==> src/rtl/ifu.sv <==
// Instruction fetch unit: holds the PC, fetches through a req/ack handshake
// and computes the next PC from the decoder's selects when execution completes.
module ifu #(
  parameter logic [31:0] RESET_PC = 32'h0000_3000
) (
  input  logic        clk,
  input  logic        rst,
  input  logic [1:0]  nPC_sel,
  input  logic [1:0]  j_sel,
  input  logic        zero,
  input  logic [31:0] ra_data,
  input  logic        exec_done,
  output logic        imem_req,
  output logic [31:0] imem_addr,
  input  logic        imem_ack,
  input  logic [31:0] imem_rdata,
  output logic [31:0] instruction,
  output logic        instr_valid,
  output logic [31:0] pc,
  output logic [31:0] pc_plus4,
  output logic        fetch_err
);

  typedef enum logic [1:0] {IDLE, REQ, EXEC, HALT} state_t;

  state_t      state, state_nxt;
  logic        pc_ld, instr_ld, err_set;
  logic [31:0] next_pc, br_tgt;

  assign pc_plus4  = pc + 32'd4;
  assign imem_addr = pc;
  assign br_tgt    = pc_plus4 + {{14{instruction[15]}}, instruction[15:0], 2'b00};

  // Next-PC selection from the decoder selects, zero flag and GPR[rs]
  always_comb begin
    next_pc = pc_plus4;
    case (nPC_sel)
      2'b01: begin
        if (j_sel == 2'b01)      next_pc = {pc_plus4[31:28], instruction[25:0], 2'b00};
        else if (j_sel == 2'b10) next_pc = ra_data;
      end
      2'b10: if (zero)  next_pc = br_tgt;
      2'b11: if (!zero) next_pc = br_tgt;
      default: next_pc = pc_plus4;
    endcase
  end

  always_comb begin
    state_nxt = state;
    pc_ld     = 1'b0;
    instr_ld  = 1'b0;
    err_set   = 1'b0;
    case (state)
      IDLE: state_nxt = REQ;
      REQ: begin
        if (imem_ack) begin
          instr_ld  = 1'b1;
          state_nxt = EXEC;
        end
      end
      EXEC: begin
        if (exec_done) begin
          if (next_pc[1:0] != 2'b00) begin
            err_set   = 1'b1;
            state_nxt = HALT;
          end else begin
            pc_ld     = 1'b1;
            state_nxt = REQ;
          end
        end
      end
      HALT: state_nxt = HALT;
      default: state_nxt = IDLE;
    endcase
  end

  // Handshake/valid flags are registered from the next state so they track the state exactly
  always_ff @(posedge clk) begin
    if (rst) begin
      state       <= IDLE;
      pc          <= RESET_PC;
      instruction <= 32'd0;
      instr_valid <= 1'b0;
      imem_req    <= 1'b0;
      fetch_err   <= 1'b0;
    end else begin
      state       <= state_nxt;
      imem_req    <= (state_nxt == REQ);
      instr_valid <= (state_nxt == EXEC);
      if (pc_ld)    pc          <= next_pc;
      if (instr_ld) instruction <= imem_rdata;
      if (err_set)  fetch_err   <= 1'b1;
    end
  end

endmodule

==> config.mk <==
export PLATFORM = sky130hd
export DESIGN_NAME = ifu
export DESIGN_NICKNAME = d
export VERILOG_FILES = /design/src/rtl/ifu.sv
export SDC_FILE = /design/constraint.sdc
export NUM_CORES = 1
export LEC_CHECK = 0
export BUFFER_PORTS_ARGS = -buffer_cell sky130_fd_sc_hd__buf_2
export CORE_MARGIN = 5
export CORE_UTILIZATION = 40
export CTS_CLUSTER_DIAMETER = 60
export DETAILED_ROUTE_END_ITERATION = 7
export GPL_TIMING_DRIVEN = 0
export PLACE_DENSITY = 0.67
export SETUP_SLACK_MARGIN = 0.15
export SYNTH_ARGS = -nofsm -noshare
export SYNTH_HDL_FRONTEND = slang
export SYNTH_SLANG_ARGS = --single-unit
==> constraint.sdc <==
create_clock -name clk -period 3.7 [get_ports clk]
set_input_delay 0.185 -clock clk [delete_from_list [all_inputs] [get_ports clk]]
set_output_delay 0.185 -clock clk [all_outputs]
set_load 0.02 [all_outputs]
Word-level counts from Yosys, hierarchy flattened
Cells that the tools add are included.
Widths: inputs -> output; s select.
{ "word_totals": {"output_inout_bits": 131, "ff_bits": 69, "wordCells": 37} }
{ "classes": {"n_eq_ne": 10, "n_reduce_logical": 2, "muxes": 17, "add_sub_neg": 2} }
{ "ops": {"columns": ["operator", "n"], "rows": [
  ["$mux 32", 4],
  ["$pmux 32 s3", 1],
  ["$add 32x3->32 const B", 1],
  ["$add 32x32->32", 1],
  ["$eq 2x2->1 const B", 6],
  ["$eq 2x1->1 const B", 4],
  ["$mux 1", 8],
  ["$pmux 2 s4", 1],
  ["$mux 2", 3],
  ["$logic_not 2->1", 1],
  ["$reduce_bool 2->1", 1]
]} }

Longest topological paths before layout
Gate-level depths: netlist of run 1.
{ "logic_depth": {"word_depth": 9, "ltp_mapped": 15, "mapped_depth_nobuf": 15} }

Worst setup path before layout of run 1
OpenSTA, ideal clock, no wires.
{ "synth_timing": {"path_type": "reg-to-reg", "startpoint": "reg pc[2] (netlist: imem_addr[2])", "endpoint": "reg pc[29] (netlist: imem_addr[29])", "setup_slack_ns": 0.000, "stages_incl_launch_ff": 15, "t_required_ns": 3.599, "arrival_time_ns": 3.599, "setup_time_ns": 0.101, "synth_period_minus_slack_ns": 3.700, "cell_sequence": "dfxtp_1 > ha_1 > nand3_1 > nor2_1 > and4_2 > xor2_1 > ha_1 > clkbuf_1 > nand4_1 > a2111oi_0 > nor2_1 > o211ai_1 > a21oi_1 > xor2_1 > o41ai_1"} }
{ "synth_via": {"elab_chain_len": 4} }
{ "synth_lines": {"columns": ["element", "line_no", "rtl"], "rows": [
  ["start, declared", "19", "output logic [31:0] pc,"],
  ["start signal, assigned", "90", "if (pc_ld) pc <= next_pc;"],
  ["$add 32x3->32 *", "30", "assign pc_plus4 = pc + 32'd4;"],
  ["via pc_plus4[12]", "20", "output logic [31:0] pc_plus4,"],
  ["$add 32x32->32 *", "32", "assign br_tgt = pc_plus4 + {{14{instruction[15]}}, instruction[15:0], 2'b00};"],
  ["$mux 32 (on tied branches)", "43, 42", null],
  ["$pmux 32 s3 *", "37", "case (nPC_sel)"]
]} }
The timed path passes the listed nets; every way through them passes the cells marked *.
A chain may end at the register's enable or synchronous reset.

Worst setup path after layout of run 1
{ "layout_timing": {"startpoint": "reg pc[4] (netlist: imem_addr[4])", "endpoint": "reg pc[28] (netlist: imem_addr[28])"} }
{ "layout_via": {"elab_chain_len": 4} }
{ "layout_lines": {"columns": ["element", "line_no"], "rows": [
  ["$add 32x3->32 *", "30"],
  ["$add 32x32->32 or $mux 32 (tied branches)", "32, 40"],
  ["$mux 32 (on tied branches)", "43, 39, 42"],
  ["$pmux 32 s3 *", "37"]
]} }
Every way passes the cells marked *; elsewhere a longest branch is shown, timed or not.

==> impl_metrics.yaml, run 1 <==
final_layout:
  nets: 1102
  area_growth_pct: 39.5
  drive_above_1_share: 0.384
  layout.cells.most_common: "buf_2"
  finalCoreUtilization: 0.570
  final_cell_mix: "buf_2 (213), nand2_1 (116), a21oi_1 (69)"
  final_area_mm2: 0.00794
clock_network:
  cts_root_buffer: "clkbuf_16"
  clkLatencyLatePin_ns: 0.35
  clockBufferDepth: 2
  clk_pin_slew_ns: 0.06
  cts.sinks: 69
  htree_levels: 3
  cts_buffers: 9
  cts_tree: "built"
timing:
  hold_viol: 0
  maxSlewHeadroom: 0.197
  fin_crit_sh: 0.929
  setup_violations: 0
  finalCriticalPeriod_ns: 3.44
  slew_violations: 0
  tightestPinTransition_ns: 1.20
  fin_skew_ns: 0.0114
  rsz0062_at_grt: "true"
  max_freq_mhz: 291
synthesis:
  yosysSeqAreaShare: 0.243
  synth.avg_cell_area_um2: 7.52
  yosys-top-cells-area: "dfxtp_1 (24%), nand2_1 (7.8%), ha_1 (7.7%), a21oi_1 (6.7%), buf_4 (4.6%)"
  synth_area_mm2: 0.00569
  synth.largest_area_cell: "dfxtp_1"
  ys_ff_latch: 69
  synth-async-reset-ratio: 0
  synth-edff-count: 0
  syn-instance-count: 757
  synth.distinct_cells: 66
  ys.flop_type: "dfxtp_1"
  synth_top_area_frac: 0.243
  synthesis.nets: 866
  synth_warnings: 0
floorplanning:
  num_rows: 43
  coreArea_mm2: 0.0139
  dieWidth_um: 129
  io-pin-count: 204
  die_h_um: 129
  dieArea_mm2: 0.0167
  initial_core_util: 0.409
placement:
  hpwl_um: 17600
  placed_area_mm2: 0.00700
  place_congestion: 0.985
  io_buffers: 202
worst_hold_path:
  whs_path_depth: 3
  hp-class: "in -> reg"
  hold_path.startpoint: "imem_rdata[30]"
  holdPathEnd: "instruction[30]$_SDFFE_PP0P_"
detailed_routing:
  dr_total_vias: 6749
  firstDrtPassIters: 6
  drc: 0
  drtIter0Drc: 458
  drt_wl_total_um: 23500
  wl_per_cell_um: 19.9
  ant_nets: 0
  viasPerCell: 5.73
global_routing:
  grtUsageMet2: 0.427
  grt_pass1_vias: 6505
  antenna_found_initial: 2
  grt_first_pass_wirelength_um: 35200
  top_usage_layer: "met2"
  track_usage: 0.271
  grt_max_degree: 21
  met1_usage: 0.341
  use_met3: 0.0989
  overflow: 0
run_status:
  status: "finished, final reports clean"
power:
  total_power_w: 0.00218
  irDropWorstVdd_v: 0.000304
  p_leak_nw: 3.74
  power.density_mw_per_mm2: 274
worst_setup_path:
  critical_path_arrival_ns: 3.74
  reg2reg_slack_ns: 0.26
  startpoint_type: "flop"
  critPathRequiredTime_ns: 4.00
  end_kind: "flop"
  reg2reg_depth: 14
  r2r-end: "imem_addr[28]$_SDFFE_PP0P_"
  worstSetupPathType: "reg -> reg"
  worstReg2RegStart: "imem_addr[4]$_SDFFE_PP0P_"
  crit_path_max_fanout: 7
  cp-startpoint: "imem_addr[4]$_SDFFE_PP0P_"
job:
  maxCapViolations: 0
-- synthesized netlist by cell type, types with 4 or more instances --
cell type	n
o211ai_1	5
or2_2	4
nor3_1	11
o21ai_0	36
a21o_1	16
inv_1	16
clkbuf_1	31
o22ai_1	8
nand2_1	118
a311oi_1	9
dfxtp_1	69
nand2b_1	7
a222oi_1	10
nor2b_1	8
and3_1	7
a211oi_1	8
xnor2_1	30
a221oi_1	9
nor2_1	61
nand3_1	17
a21oi_1	76
xor2_1	19
and2_1	7
buf_2	9
a221o_1	6
o21a_1	5
a2111oi_0	5
a31oi_1	5
a211o_1	5
buf_4	35
a22oi_1	7
ha_1	35
nand4_1	8
-- critical path: stages (launching register included) --
cell and delay [ns]:
dfxtp_4 0.40, nand4_1 0.22, buf_4 0.22, nor4_4 0.21, buf_6 0.17, buf_4 0.16, nand4_1 0.17, xnor2_2 0.21
ha_1 0.35, and3_1 0.20, nand2_1 0.14, nor2_1 0.07, o41ai_2 0.30, nor4bb_2 0.39, a211o_1 0.17
-- area by class of cell --
| cell class | count | area, um2 |
|---|---|---|
| Fill cell | 1332 | 6000 |
| Antenna cell | 1 | 2.50 |
| Clock inverter | 5 | 60.1 |
| Inverter | 16 | 60.1 |
| Tap cell | 180 | 225 |
| Timing Repair Buffer | 225 | 1200 |
| Multi-Input combinational cell | 597 | 4300 |
| Clock buffer | 10 | 239 |
| Buffer | 75 | 439 |
| Sequential cell | 69 | 1410 |
-- per-stage QoR --
| stage | setup TNS, ns | hold WS (ns) | setup slack (ns) | std cells |
|---|---|---|---|---|
| final | 0 | 0.0684 | 0.263 | 1178 |
| after global routing | 0 | 0.0687 | 0.0677 | 1177 |
| after CTS | 0 | 0.0648 | 0.130 | 1163 |
| after detailed placement | -3.85 | 0.431 | -0.439 | 1139 |
| after global placement | -3.59 | 0.427 | -0.439 | 1139 |
| after floorplan | 0 | 0.321 | 0.127 | 757 |
-- worst max-delay path by stage --
stage / cells after the start / end
6_report: 14 / imem_addr[28]$_SDFFE_PP0P_
3_3_place_gp: 14 / imem_addr[29]$_SDFFE_PP0P_
2_1_floorplan: 15 / imem_addr[29]$_SDFFE_PP0P_
5_1_grt: 17 / imem_addr[21]$_SDFFE_PP0P_
4_1_cts: 15 / imem_addr[31]$_SDFFE_PP0P_
3_5_place_dp: 15 / imem_addr[31]$_SDFFE_PP0P_
-- kinds of logic after synthesis --
kind of cell / share of synthesized area
DFF: 0.243
and+or+nand+nor: 0.223
AOI/OAI and AO/OA: 0.286
adders and majority gates: 0.0804
muxes: 0.00725
buffers and inverters: 0.0851
xor gates and xnor gates: 0.0754
-- flip-flops by register name, summed over array words and instances (netlist names) --
name,count
imem_req,1
instr_valid,1
fetch_err,1
state,2
instruction,32
imem_addr,32
-- layer usage --
layer	vias up	share of wire
li1	3220	-
met5	-	0.00047
met1	3128	0.40
met3	70	0.11
met2	329	0.45
met4	2	0.035
-- report_power, final --
part / total, W / switching, W / leakage, nW / internal, W
clock: 0.000898 / 0.000359 / 0.145 / 0.000539
sequential: 0.000818 / 0.0000472 / 0.569 / 0.000770
combinational: 0.000460 / 0.000287 / 3.02 / 0.000173
total: 0.00218 / 0.000693 / 3.74 / 0.00148
-- what timing repair did --
action | 4_1_cts | 5_1_grt
gates resized for setup | 30 | 80
pin swaps | 7 | 22
buffers inserted | 9 | 14
setup endpoints to repair | 16 | 15
hold buffers | 0 | 0
(Power assumes the default switching activity.)
==> inputs of run 2 (changes only) <==
Settings changed: CTS_CLUSTER_SIZE set to 10, PLACE_DENSITY 0.67 to unset, PLACE_DENSITY_LB_ADDON set to 0.12.
==> run 2 against run 1 <==
- clock power fell by 7.1%
- hold slack improved by 0.0067 ns
- clock-buffer cell count did not move
- critical endpoint is now imem_addr[25]$_SDFFE_PP0P_
- utilization rose by 0.21 points
- worst setup slack got worse by 0.057 ns
- non-clock buffer count rose by 12
- first-iteration DRC count rose by 43%
- sequential share of layout area fell by 0.064 points
- register-to-register slack got worse by 0.06 ns
- sequential power barely moved
==> impl_metrics.yaml, run 2 (synthesis results as in run 1) <==
final_layout:
  final_area_mm2: 0.00797
  nets: 1114
  drive_above_1_share: 0.389
  layout.cells.most_common: "buf_2"
  area_growth_pct: 40.0
  final.fill_count: 1364
  fin_cells: 1190
  final_cell_mix: "buf_2 (214), nand2_1 (118), buf_4 (68)"
  diodes: 0
  finalCoreUtilization: 0.572
clock_network:
  cts_buffers: 9
  clkLatencyLatePin_ns: 0.35
  clockBufferDepth: 2
  cts_root_buffer: "clkbuf_16"
  cts_tree: "built"
  cts.sinks: 69
  clk_pin_slew_ns: 0.07
  hold_buffers: 0
  htree_levels: 3
worst_setup_path:
  worstReg2RegStart: "imem_addr[2]$_SDFFE_PP0P_"
  reg2reg_slack_ns: 0.21
  crit_path_max_fanout: 7
  critPathRequiredTime_ns: 3.91
  end_kind: "flop"
  cp_cell_sequence: "ha_2, nand3_4, nor2_2, nand2_1, xnor2_2, ha_1, clkbuf_2, a21o_1, a211oi_1, o32ai_1, nor2_1, o211ai_1, buf_4, a41oi_1, xor2_1, o22ai_1"
  crit_slowest_cell: "dfxtp_4"
  max_stage_delay_ns: 0.37
  r2r-end: "imem_addr[25]$_SDFFE_PP0P_"
  startpoint_type: "flop"
  worstSetupPathType: "reg -> reg"
  critical_path_arrival_ns: 3.70
  reg2reg_depth: 16
timing:
  setup_violations: 0
  max_freq_mhz: 286
  finalCriticalPeriod_ns: 3.49
  fin_skew_ns: 0.00946
  hold_viol: 0
  maxSlewHeadroom: 0.135
  tns_ns: 0
  rsz0062_at_grt: "true"
  fin_crit_sh: 0.944
  slew_violations: 0
  tightestPinTransition_ns: 1.30
global_routing:
  antenna_found_initial: 0
  grt_first_pass_wirelength_um: 35600
  grt_max_degree: 21
  overflow: 0
  grt_pass1_vias: 6243
  track_usage: 0.275
placement:
  hpwl_um: 17800
  io_buffers: 202
  dpl.cell_count: 1139
  placed_area_mm2: 0.00700
  place_congestion: 0.974
floorplanning:
  dieWidth_um: 129
  coreArea_mm2: 0.0139
  initial_core_util: 0.409
  io-pin-count: 204
  die_h_um: 129
  num_rows: 43
  dieArea_mm2: 0.0167
power:
  power_switching_w: 0.000703
  irDropWorstVdd_v: 0.000227
  pwr-share-comb: 0.222
  seqPwrFrac: 0.385
  p_clk_frac: 0.394
  power.density_mw_per_mm2: 266
  p_leak_nw: 3.79
  sw_frac_of_total: 0.332
  p_int_w: 0.00142
job:
  maxCapViolations: 0
detailed_routing:
  wl_per_cell_um: 20.1
  dr_total_vias: 6753
  viasPerCell: 5.67
  drtIter0Drc: 653
  drt_wl_total_um: 24000
  drc: 0
  firstDrtPassIters: 7
  ant_nets: 0
worst_hold_path:
  hold_path.startpoint: "imem_rdata[0]"
  whs_path_depth: 3
  holdPathEnd: "instruction[0]$_SDFFE_PP0P_"
  hp-class: "in -> reg"
run_status:
  status: "finished, final reports clean"
-- run 2: worst max-delay path by stage --
stage                              start  cells after the start  slack [ns]                    endpoint
6_report       imem_addr[2]$_SDFFE_PP0P_                     16        0.21  imem_addr[25]$_SDFFE_PP0P_
5_1_grt        imem_addr[2]$_SDFFE_PP0P_                     16        0.08  imem_addr[25]$_SDFFE_PP0P_
4_1_cts        imem_addr[5]$_SDFFE_PP0P_                     14        0.14  imem_addr[24]$_SDFFE_PP0P_
3_5_place_dp   imem_addr[2]$_SDFFE_PP0P_                     14       -0.40  imem_addr[27]$_SDFFE_PP0P_
3_3_place_gp   imem_addr[2]$_SDFFE_PP0P_                     14       -0.47  imem_addr[25]$_SDFFE_PP0P_
2_1_floorplan  imem_addr[2]$_SDFFE_PP0P_                     15        0.13  imem_addr[29]$_SDFFE_PP0P_
-- run 2: cell type report --
type / count / area (um2) / area share
clock inverter: 6 / 38.8 / 0.00487
timing repair buffer: 237 / 1280 / 0.161
multi-input combinational: 597 / 4280 / 0.537
inverter: 16 / 60.1 / 0.00754
clock buffer: 10 / 239 / 0.0300
sequential: 69 / 1410 / 0.177
buffer: 75 / 433 / 0.0543
tap: 180 / 225 / 0.0283
-- run 2: power by group through the flow --
stage          sequential (W)  combinational (W)  clock, W
5_1_grt              0.000819           0.000510  0.000865
4_1_cts              0.000814           0.000440  0.000838
6_report             0.000815           0.000469  0.000834
2_1_floorplan        0.000851           0.000239         0
3_5_place_dp         0.000830           0.000436         0
3_3_place_gp         0.000829           0.000434         0
-- run 2: through the flow --
stage	hold slack, ns	setup slack [ns]	total power [W]
global placement	0.429	-0.469	0.00126
floorplan	0.321	0.127	0.00109
CTS	0.0718	0.144	0.00209
detailed placement	0.432	-0.396	0.00127
global route	0.0787	0.0803	0.00219
finish	0.0751	0.206	0.00212
-- run 2: critical path, delay by kind of cell, from the launching register on --
| kind | cells | cell delay [ns] |
|---|---|---|
| buffers and inverters | 2 | 0.33 |
| AO/OA/AOI/OAI | 6 | 1.10 |
| AND/OR/NAND/NOR | 4 | 0.62 |
| adder cells (fa/ha/maj) | 2 | 0.47 |
| XOR/XNOR | 2 | 0.44 |
| flip-flops | 1 | 0.37 |
-- run 2: layer usage --
layer,global-route usage,wire length [um],up-vias
met5,0,0,-
li1,-,-,3232
met4,0.0766,451,0
met1,0.388,10500,3154
met2,0.417,10600,331
met3,0.0684,2430,36
-- run 2: timing repair --
| item | CTS | global route |
|---|---|---|
| setup endpoints to repair | 16 | 14 |
| gates cloned | 0 | 0 |
| pin swaps | 6 | 27 |
| setup buffers | 8 | 27 |
| gates resized for setup | 37 | 69 |
==> inputs of run 3 (changes only) <==
Settings changed: CORE_UTILIZATION 40 to 37, PLACE_DENSITY_LB_ADDON 0.12 to unset.
==> run 3 against run 2 <==
- via count down 1.5%
- worst setup slack better by 0.091 ns
- utilization down 5.5 points
- register-to-register slack better by 0.09 ns
- critical endpoint is now imem_addr[26]$_SDFFE_PP0P_
- largest cell class unchanged
- sequential cell count unchanged
- hold slack better by 0.0043 ns
- global-route usage down 2.3 points
- highest routed layer is now met5
- critical path depth down 2
- critical path type unchanged
==> impl_metrics.yaml, run 3 (synthesis results as in run 1) <==
detailed_routing:
  ant_nets: 0
  drtIter0Drc: 591
  wl_per_cell_um: 19.9
  viasPerCell: 5.63
  drt_wl_total_um: 23500
  firstDrtPassIters: 6
  drc: 0
  dr_total_vias: 6653
floorplanning:
  num_rows: 45
  io-pin-count: 204
  dieWidth_um: 134
  dieArea_mm2: 0.0180
  initial_core_util: 0.376
  die_h_um: 134
  coreArea_mm2: 0.0151
power:
  power.density_mw_per_mm2: 265
  p_int_w: 0.00141
  seqPwrFrac: 0.394
  power_switching_w: 0.000671
  irDropWorstVdd_v: 0.000285
  p_clk_frac: 0.386
  p_leak_nw: 3.72
  sw_frac_of_total: 0.323
  pwr-share-comb: 0.220
worst_setup_path:
  crit_path_max_fanout: 7
  critPathRequiredTime_ns: 3.98
  reg2reg_slack_ns: 0.30
  worstSetupPathType: "reg -> reg"
  cp-startpoint: "imem_addr[4]$_SDFFE_PP0P_"
  end_kind: "flop"
  critical_path_arrival_ns: 3.69
  worstReg2RegStart: "imem_addr[4]$_SDFFE_PP0P_"
  startpoint_type: "flop"
timing:
  fin_skew_ns: 0.00646
  hold_viol: 0
  fin_crit_sh: 0.920
  slew_violations: 0
  maxSlewHeadroom: 0.259
  max_freq_mhz: 294
  tightestPinTransition_ns: 1.11
  hold-worst-slack_ns: 0.0794
  finalCriticalPeriod_ns: 3.40
  rsz0062_at_grt: "true"
  setup_violations: 0
placement:
  hpwl_um: 18000
  place_congestion: 0.927
  io_buffers: 202
  placed_area_mm2: 0.00701
worst_hold_path:
  hold_path.startpoint: "imem_rdata[25]"
  hp-class: "in -> reg"
global_routing:
  grt_pass1_vias: 6155
  track_usage: 0.252
  overflow: 0
  grt_max_degree: 21
  antenna_found_initial: 2
  grt_first_pass_wirelength_um: 35400
clock_network:
  clkLatencyLatePin_ns: 0.34
  clockBufferDepth: 2
  cts.sinks: 69
  htree_levels: 3
  cts_buffers: 9
  clk_pin_slew_ns: 0.06
  cts_tree: "built"
  hold_buffers: 0
  cts_root_buffer: "clkbuf_16"
final_layout:
  final_area_mm2: 0.00782
  drive_above_1_share: 0.371
  nets: 1099
  area_growth_pct: 37.4
  final_cell_mix: "buf_2 (212), nand2_1 (117), a21oi_1 (69)"
  layout.cells.most_common: "buf_2"
job:
  maxCapViolations: 0
run_status:
  status: "finished, final reports clean"
-- run 3: changes by cell type in the layout (fill, tap and decap cells not counted), sizes merged --
cell / delta
clkbuf: +2
diode: +1
buf: -17
clkinvlp: -1
clkinv: -1
-- run 3: final timing paths --
| path | end | cells after the start |
|---|---|---|
| setup / recovery | imem_addr[26]$_SDFFE_PP0P_ | 14 |
| setup reg to reg | imem_addr[26]$_SDFFE_PP0P_ | 14 |
| hold / removal | instruction[25]$_SDFFE_PP0P_ | 3 |
| hold reg to reg | instruction[26]$_SDFFE_PP0P_ | 2 |
-- run 3: per-stage QoR --
step	setup slack, ns	setup TNS [ns]	std cells	power (W)	utilization
6_report	0.296	0	1182	0.00208	0.517
5_1_grt	0.0713	0	1182	0.00216	0.517
4_1_cts	0.0967	0	1168	0.00207	0.490
3_5_place_dp	-0.393	-3.27	1147	0.00126	0.463
3_3_place_gp	-0.443	-3.76	1147	0.00126	0.463
2_1_floorplan	0.127	0	757	0.00109	-
-- run 3: power by group through the flow --
stage	clock network [W]	registers [W]	logic (W)
2_1_floorplan	0	0.000851	0.000239
3_3_place_gp	0	0.000830	0.000431
3_5_place_dp	0	0.000830	0.000432
4_1_cts	0.000815	0.000816	0.000436
5_1_grt	0.000840	0.000822	0.000496
6_report	0.000802	0.000817	0.000457
-- run 3: timing repair --
item,CTS,global route
pin swaps,4,13
resized for setup,21,71
cloned,0,0
buffers inserted,7,13
hold endpoints to repair,0,0
endpoints found under the setup margin,16,16
-- run 3: worst max-delay path: stages (launching register included) --
cell	delay, ns
dfxtp_4	0.40
nand4_1	0.10
buf_4	0.17
or2_2	0.29
buf_2	0.18
xnor2_2	0.15
ha_1	0.28
clkbuf_2	0.18
nand3_1	0.16
a211oi_4	0.34
o21ai_2	0.14
a31oi_4	0.31
nand2_2	0.12
a2111oi_2	0.37
a221o_1	0.16
-- run 3: final cells by class --
cell class                 instances  area, um2
timing repair buffer             222       1180
multi-input combinational        597       4240
tap                              188        235
fill                            1533       7320
sequential                        69       1410
antenna                            1       2.50
inverter                          16       60.1
buffer                            75        434
clock inverter                     4       26.3
clock buffer                      10        239
-- run 3: layer usage --
metal	up-vias	track usage	wire length (um)
li1	3208	-	-
met2	287	0.391	10500
met3	40	0.0578	2020
met1	3116	0.347	10500
met5	-	0	13
met4	2	0.0820	495
